$ cat src/rtl/fibonacci_gen_pkg.sv
// Shared widths, sequence limits and pad mapping for the Fibonacci generator.
package fibonacci_gen_pkg;

   localparam int unsigned IO_PADS     = 38;
   localparam int unsigned VAL_WIDTH   = 30;
   localparam int unsigned VAL_LSB     = 8;
   localparam int unsigned CLOCK_WIDTH = 6;
   localparam int unsigned INDEX_WIDTH = 6;
   localparam int unsigned F_MAX_INDEX = 44;

   localparam logic [VAL_WIDTH-1:0] F_MAX = 30'd701408733;

   // Value pads drive (oeb=0), the lower pads stay as inputs (oeb=1).
   localparam logic [IO_PADS-1:0] IO_OEB_VALUE = {{VAL_WIDTH{1'b0}}, {VAL_LSB{1'b1}}};

   typedef logic [VAL_WIDTH-1:0]   fib_val_t;
   typedef logic [VAL_WIDTH:0]     fib_sum_t;
   typedef logic [INDEX_WIDTH-1:0] fib_index_t;
   typedef logic [CLOCK_WIDTH-1:0] clock_sel_t;

   function automatic logic [IO_PADS-1:0] pad_map(input fib_val_t val);
      return {val, {VAL_LSB{1'b0}}};
   endfunction

endpackage

$ cat src/rtl/fibonacci_gen_if.sv
// Control inputs, pad buses and status pulses between the control block and the generator.
interface fibonacci_gen_if;
   import fibonacci_gen_pkg::*;

   logic               switch;
   clock_sel_t         clock_sel;
   logic [IO_PADS-1:0] io_out;
   logic [IO_PADS-1:0] io_oeb;
   fib_index_t         index;
   logic               step;
   logic               wrap;

   modport master (
      output switch, clock_sel,
      input  io_out, io_oeb, index, step, wrap
   );

   modport slave (
      input  switch, clock_sel,
      output io_out, io_oeb, index, step, wrap
   );

endinterface

$ cat src/rtl/fib_prescaler.sv
// Step-rate prescaler: while enabled, tick_c fires once every clock_sel+1 cycles.
module fib_prescaler #(
   parameter int unsigned WIDTH = 6
) (
   input  logic             clk,
   input  logic             rst_n,
   input  logic             switch,
   input  logic [WIDTH-1:0] clock_sel,
   output logic             tick_c
);

   logic [WIDTH-1:0] cnt_q;

   // >= so that lowering clock_sel below the running count ticks right away.
   assign tick_c = switch && (cnt_q >= clock_sel);

   always_ff @(posedge clk or negedge rst_n) begin
      if (!rst_n) begin
         cnt_q <= '0;
      end else if (!switch || tick_c) begin
         cnt_q <= '0;
      end else begin
         cnt_q <= cnt_q + WIDTH'(1);
      end
   end

endmodule

$ cat src/rtl/fibonacci_gen.sv
// Fibonacci sequence generator driving the user pad bus; restarts at F(0) when the next value would overflow.
module fibonacci_gen
   import fibonacci_gen_pkg::*;
(
   input  logic            wb_clk_i,
   input  logic            reset_n,
   fibonacci_gen_if.slave  bus
);

   logic       tick_c;
   fib_val_t   a_q;
   fib_sum_t   b_q;
   fib_index_t index_q;
   logic       step_q;
   logic       wrap_q;

   fib_prescaler #(
      .WIDTH (CLOCK_WIDTH)
   ) u_prescaler (
      .clk       (wb_clk_i),
      .rst_n     (reset_n),
      .switch    (bus.switch),
      .clock_sel (bus.clock_sel),
      .tick_c    (tick_c)
   );

   // a holds F(n), b holds F(n+1) with one guard bit to flag the value that no longer fits.
   always_ff @(posedge wb_clk_i or negedge reset_n) begin
      if (!reset_n) begin
         a_q     <= '0;
         b_q     <= fib_sum_t'(1);
         index_q <= '0;
         step_q  <= 1'b0;
         wrap_q  <= 1'b0;
      end else begin
         step_q <= tick_c;
         wrap_q <= 1'b0;
         if (tick_c) begin
            if (b_q[VAL_WIDTH]) begin
               a_q     <= '0;
               b_q     <= fib_sum_t'(1);
               index_q <= '0;
               wrap_q  <= 1'b1;
            end else begin
               a_q     <= b_q[VAL_WIDTH-1:0];
               b_q     <= fib_sum_t'(a_q) + b_q;
               index_q <= index_q + fib_index_t'(1);
            end
         end
      end
   end

   assign bus.io_out = pad_map(a_q);
   assign bus.io_oeb = IO_OEB_VALUE;
   assign bus.index  = index_q;
   assign bus.step   = step_q;
   assign bus.wrap   = wrap_q;

endmodule

$ cat src/flat_wrapper.sv
// flat-port wrapper written by rule: the top's interface ports become plain ports
module fibonacci_gen_flat import fibonacci_gen_pkg::*;
  (wb_clk_i, reset_n, bus_switch, bus_clock_sel, bus_io_out, bus_io_oeb, bus_index, bus_step, bus_wrap);
  fibonacci_gen_if bus_i ();
  input  logic wb_clk_i;
  input  logic reset_n;
  input wire logic [$bits(bus_i.switch)-1:0] bus_switch;
  input wire logic [$bits(bus_i.clock_sel)-1:0] bus_clock_sel;
  output wire logic [$bits(bus_i.io_out)-1:0] bus_io_out;
  output wire logic [$bits(bus_i.io_oeb)-1:0] bus_io_oeb;
  output wire logic [$bits(bus_i.index)-1:0] bus_index;
  output wire logic [$bits(bus_i.step)-1:0] bus_step;
  output wire logic [$bits(bus_i.wrap)-1:0] bus_wrap;
  assign bus_i.switch = bus_switch;
  assign bus_i.clock_sel = bus_clock_sel;
  assign bus_io_out = bus_i.io_out;
  assign bus_io_oeb = bus_i.io_oeb;
  assign bus_index = bus_i.index;
  assign bus_step = bus_i.step;
  assign bus_wrap = bus_i.wrap;
  fibonacci_gen u_core (.wb_clk_i(wb_clk_i), .reset_n(reset_n), .bus(bus_i));
endmodule
$ cat config.mk
export PLATFORM = sky130hd
export DESIGN_NAME = fibonacci_gen_flat
export DESIGN_NICKNAME = d
export VERILOG_FILES = /design/src/rtl/fibonacci_gen_pkg.sv /design/src/rtl/fibonacci_gen_if.sv /design/src/rtl/fib_prescaler.sv /design/src/rtl/fibonacci_gen.sv /design/src/flat_wrapper.sv
export SDC_FILE = /design/constraint.sdc
export NUM_CORES = 1
export LEC_CHECK = 0
export CORE_ASPECT_RATIO = 1.4
export CORE_UTILIZATION = 58
export DETAILED_ROUTE_END_ITERATION = 10
export PLACE_DENSITY_LB_ADDON = 0.3
export SLEW_MARGIN = 30
export SYNTH_ARGS = -nofsm -noshare
export SYNTH_HDL_FRONTEND = slang
export SYNTH_HIERARCHICAL = 1
export SYNTH_SLANG_ARGS = --single-unit
$ cat constraint.sdc
create_clock -name wb_clk_i -period 6.45 [get_ports wb_clk_i]
set_input_delay 1.6125 -clock wb_clk_i [delete_from_list [all_inputs] [get_ports wb_clk_i]]
set_output_delay 1.6125 -clock wb_clk_i [all_outputs]
set_load 0.03 [all_outputs]
==> PnR_summary.wiki <==
{| class="wikitable"
! Metric !! Value
|-
| Status || finished clean
|-
| Fraction of synthesized cell area in xor and xnor cells || 0.0375
|-
| Clock tree from TritonCTS || done
|-
| CTS H-tree lvls || 3
|-
| Post-synthesis async set-or-reset flop share || 1.00
|-
| Cells after Synth || 573
|-
| DR WL/cell || 15.6 um
|-
| Crit path max-delay family || buffers and inverters
|-
| Worst slew margin relative to its limit || 0.553
|-
| Post-Synthesis Cell Area || 5140 um2
|-
| Maximum clock path buffer count || 2
|-
| Min-Delay Path Depth || 1
|-
| Power Internal || 0.00190 W
|-
| Critical R2R Capture || u_core/b_q[22]
|-
| Cell-by-cell listing of the critical path || clkdlybuf4s50_1, inv_1, ha_1, nand2_1, o21a_1, o21ai_0, and2_2, buf_4, nand4_1, or3_1, a21oi_1
|-
| Total clock buffers created by CTS || 9
|-
| Average size of a mapped cell || 8.97 um2
|-
| Ratio of cells with drive above 1 in the final layout || 0.0576
|-
| Max-slew violation count || 0
|-
| Minimum setup slack after placement || 2070 ps
|-
| Switching power of the nets || 0.00169 W
|-
| Height of the chip || 113 um
|-
| Number of top-level pins || 93
|-
| Crit-path slowest cell || buf_4
|-
| Detail Placement HPWL || 7.64 mm
|-
| Relative contribution of combinational cells to total power || 0.625
|-
| Type of the worst setup path || input port to flip-flop
|-
| Full die area || 9250 um2
|-
| IR Drop Worst-Case VDD || 0.000390 V
|-
| Buffers inserted by post-CTS timing repair || 0
|-
| Adder-cell share of the synthesized area || 0.0964
|-
| Leak pwr || 2.76 nW
|-
| Top flip-flop cell by instance count after synthesis || dfrtp_1
|-
| Min-delay worst type || flip-flop to flip-flop
|-
| Number of global-route vias before repair || 4156
|-
| Number of nets in the layout || 651
|-
| Last weighted congestion value of the routability-driven placer || 0.869
|-
| Yosys warning total || 6
|-
| Worst Max-Slew Pin Slew || 671 ps
|-
| Cell area power density || 623 nW/um2
|-
| Largest cells by area after synthesis || dfrtp_1 (36%), ha_1 (9.2%), buf_4 (6.7%)
|-
| Final critical-path required period || 3960 ps
|-
| Final worst clock skew || 5.95 ps
|-
| EDFF count, synth || 0
|-
| RR Startpoint || u_core/a_q[0]
|-
| Clock Tree Root || clkbuf_16
|-
| Total power draw || 0.00359 W
|-
| Peak per-stage delay on the critical path || 460 ps
|-
| Diodes inserted || 0
|-
| Proportion of synthesized chip area in sequential cells || 0.365
|-
| Wire length of the first global-routing pass || 18.5 mm
|-
| Filler instances || 721
|-
| Remaining antenna violation count after routing || 0
|-
| Number of detailed-routing iterations run before antenna repair || 5
|-
| Share of the clock period used by the worst path || 0.615
|-
| Hold Crit Endpoint || u_core/u_prescaler/cnt_q[0]
|-
| Logic depth of the worst path, buffers included || 11
|-
| Number of buffer and inverter stages on the critical path || 3
|-
| Source-to-sink clock delay at the later pin of the worst-skew pair || 340 ps
|-
| Simple-Gate Fraction of Synth Area || 0.125
|-
| Post-synthesis compound-gate area fraction || 0.244
|-
| Required time worst endpoint || 6710 ps
|-
| Leading cell types by count after synthesis || dfrtp_1 (74), buf_4 (46), inv_1 (45), nand2_1 (41), ha_1 (38)
|-
| Share of the synthesized area in the top cell type || 0.360
|-
| Cell row count || 40
|-
| Kind of start point of the critical path || input port
|-
| Number of register bits inferred by synthesis || 75
|-
| Max-cap violations || 0
|-
| Final wirelength || 11.1 mm
|-
| Number of cells upsized or downsized after cts || 0
|-
| Setup violators final || 0
|-
| R2R Setup Slk || 3610 ps
|-
| Multiplexer share of the synthesized area || 0.00608
|-
| Initial Utilization || 0.597
|-
| Floorplan Core Area || 8610 um2
|-
| Hold-fix buffers, CTS || 0
|-
| Unrepaired setup endpoints after global routing || false
|-
| Number of port buffers || 46
|-
| Number of antenna violations at the first check in global routing || 0
|-
| Starting DRC count in detailed routing || 238
|-
| Clk sink count || 75
|-
| Number of design rule violations left after detail routing || 0
|-
| Sequential group share of total power || 0.234
|-
| Arrival @ worst endpoint || 4220 ps
|-
| Synth-to-layout area growth || 12.0%
|-
| Unique cell type count in the Yosys netlist || 60
|-
| Highest clock rate || 252 MHz
|-
| Via-to-Cell Ratio || 5.92
|-
| Endpoint class of the critical path || flip-flop
|-
| Final number of hold-violating endpoints || 0
|-
| Maximum number of pins on one net before global-route repair || 76
|-
| FF-to-FF path depth || 9
|-
| Switching part of the total || 0.471
|-
| Residual overflow from global routing || 0
|-
| Largest driver fanout on the critical path || 54
|-
| Hold path startpoint || u_core/u_prescaler/cnt_q[0]
|-
| Synth area leader || dfrtp_1
|-
| Post-CTS clock slew at the launch and capture registers of the worst setup and hold paths || 60 ps
|-
| Most repeated cell in the gate-level netlist after synthesis || dfrtp_1
|-
| Vias after detailed routing || 4219
|-
| Overall fraction of global-route tracks in use || 0.257
|-
| Die X-Extent || 81.6 um
|-
| Final critical-path setup slack || 2490 ps
|-
| Fraction of power consumed by the clock network || 0.140
|-
| Main combinational cell family by area after synthesis || compound AO/OA/AOI/OAI gates
|-
| Setup tns final || 0 ps
|}
## routing by layer
metal / routed length (um) / share of wire / vias up / GRT usage
li1: - / - / 2029 / -
met4: 213 / 0.019 / 0 / 0.129
met5: 0 / 0 / - / 0
met1: 4680 / 0.42 / 2036 / 0.298
met2: 5780 / 0.52 / 136 / 0.448
met3: 454 / 0.041 / 18 / 0.0408
## power by group through the flow
stage | combinational (W) | sequential, W | clock (W)
finish | 0.00224 | 0.000840 | 0.000503
global route | 0.00245 | 0.000871 | 0.000532
CTS | 0.00222 | 0.000840 | 0.000513
detailed placement | 0.00220 | 0.000846 | 0
global placement | 0.00215 | 0.000837 | 0
floorplan | 0.00150 | 0.00102 | 0
## layout make-up
| class | instances | area (um2) | share of cell area |
|---|---|---|---|
| Multi-Input combinational cell | 421 | 2790 | 0.485 |
| Sequential cell | 75 | 1880 | 0.326 |
| Timing Repair Buffer | 50 | 492 | 0.0854 |
| Clock buffer | 11 | 243 | 0.0421 |
| Inverter | 46 | 173 | 0.0300 |
| Tap cell | 105 | 131 | 0.0228 |
| Clock inverter | 5 | 52.6 | 0.00912 |
## worst max-delay path by stage
stage | from | endpoint | slack, ps
after floorplan | bus_clock_sel[5] | u_core/b_q[11] | 2880
after global placement | bus_clock_sel[5] | u_core/b_q[18] | 2150
after detailed placement | bus_clock_sel[5] | u_core/b_q[18] | 2070
after CTS | bus_clock_sel[5] | u_core/b_q[18] | 2390
after global routing | bus_clock_sel[5] | u_core/bus.index[5] | 2300
final | bus_clock_sel[5] | u_core/bus.index[5] | 2490
## state kept, by name, indices dropped and copies added (netlist names)
register	flops
u_core/u_prescaler/cnt_q	6
u_core/bus.wrap	1
u_core/a_q	30
u_core/bus.step	1
u_core/bus.index	6
u_core/b_q	31
## placed cells by master (no fill, tap or decap), types with 9 or more instances in the layout
cell             instances
nor3_1                   9
nand4_1                 11
xnor2_1                 16
nand3b_1                16
o31ai_1                 17
nand3_1                 11
o21ai_0                 29
nand2_1                 41
a21o_1                  24
a21oi_1                 35
o22ai_1                 11
clkbuf_16                9
conb_1                  46
nor2_1                  25
ha_1                    38
dfrtp_1                 74
inv_1                   45
clkdlybuf4s50_1         45
## cell families (layout without fill, tap and decap cells)
logic type	after synthesis	count (layout)
and+or+nand+nor	127	127
xor gates and xnor gates	22	22
AOI/OAI and AO/OA	184	184
DFF	75	75
other	2	46
muxes	3	3
buffers and inverters	121	112
adders and majority gates	39	39
## stage by stage
stage                     area [um2]  utilization  cells  hold slack [ps]
after floorplan                 5310            -    617              471
after detailed placement        5460        0.634    697              504
after global placement          5460        0.634    697              490
final                           5760        0.669    713              510
after global routing            5760        0.669    713              539
after CTS                       5750        0.668    713              517
Note: power is estimated with default switching activity, not from simulation.
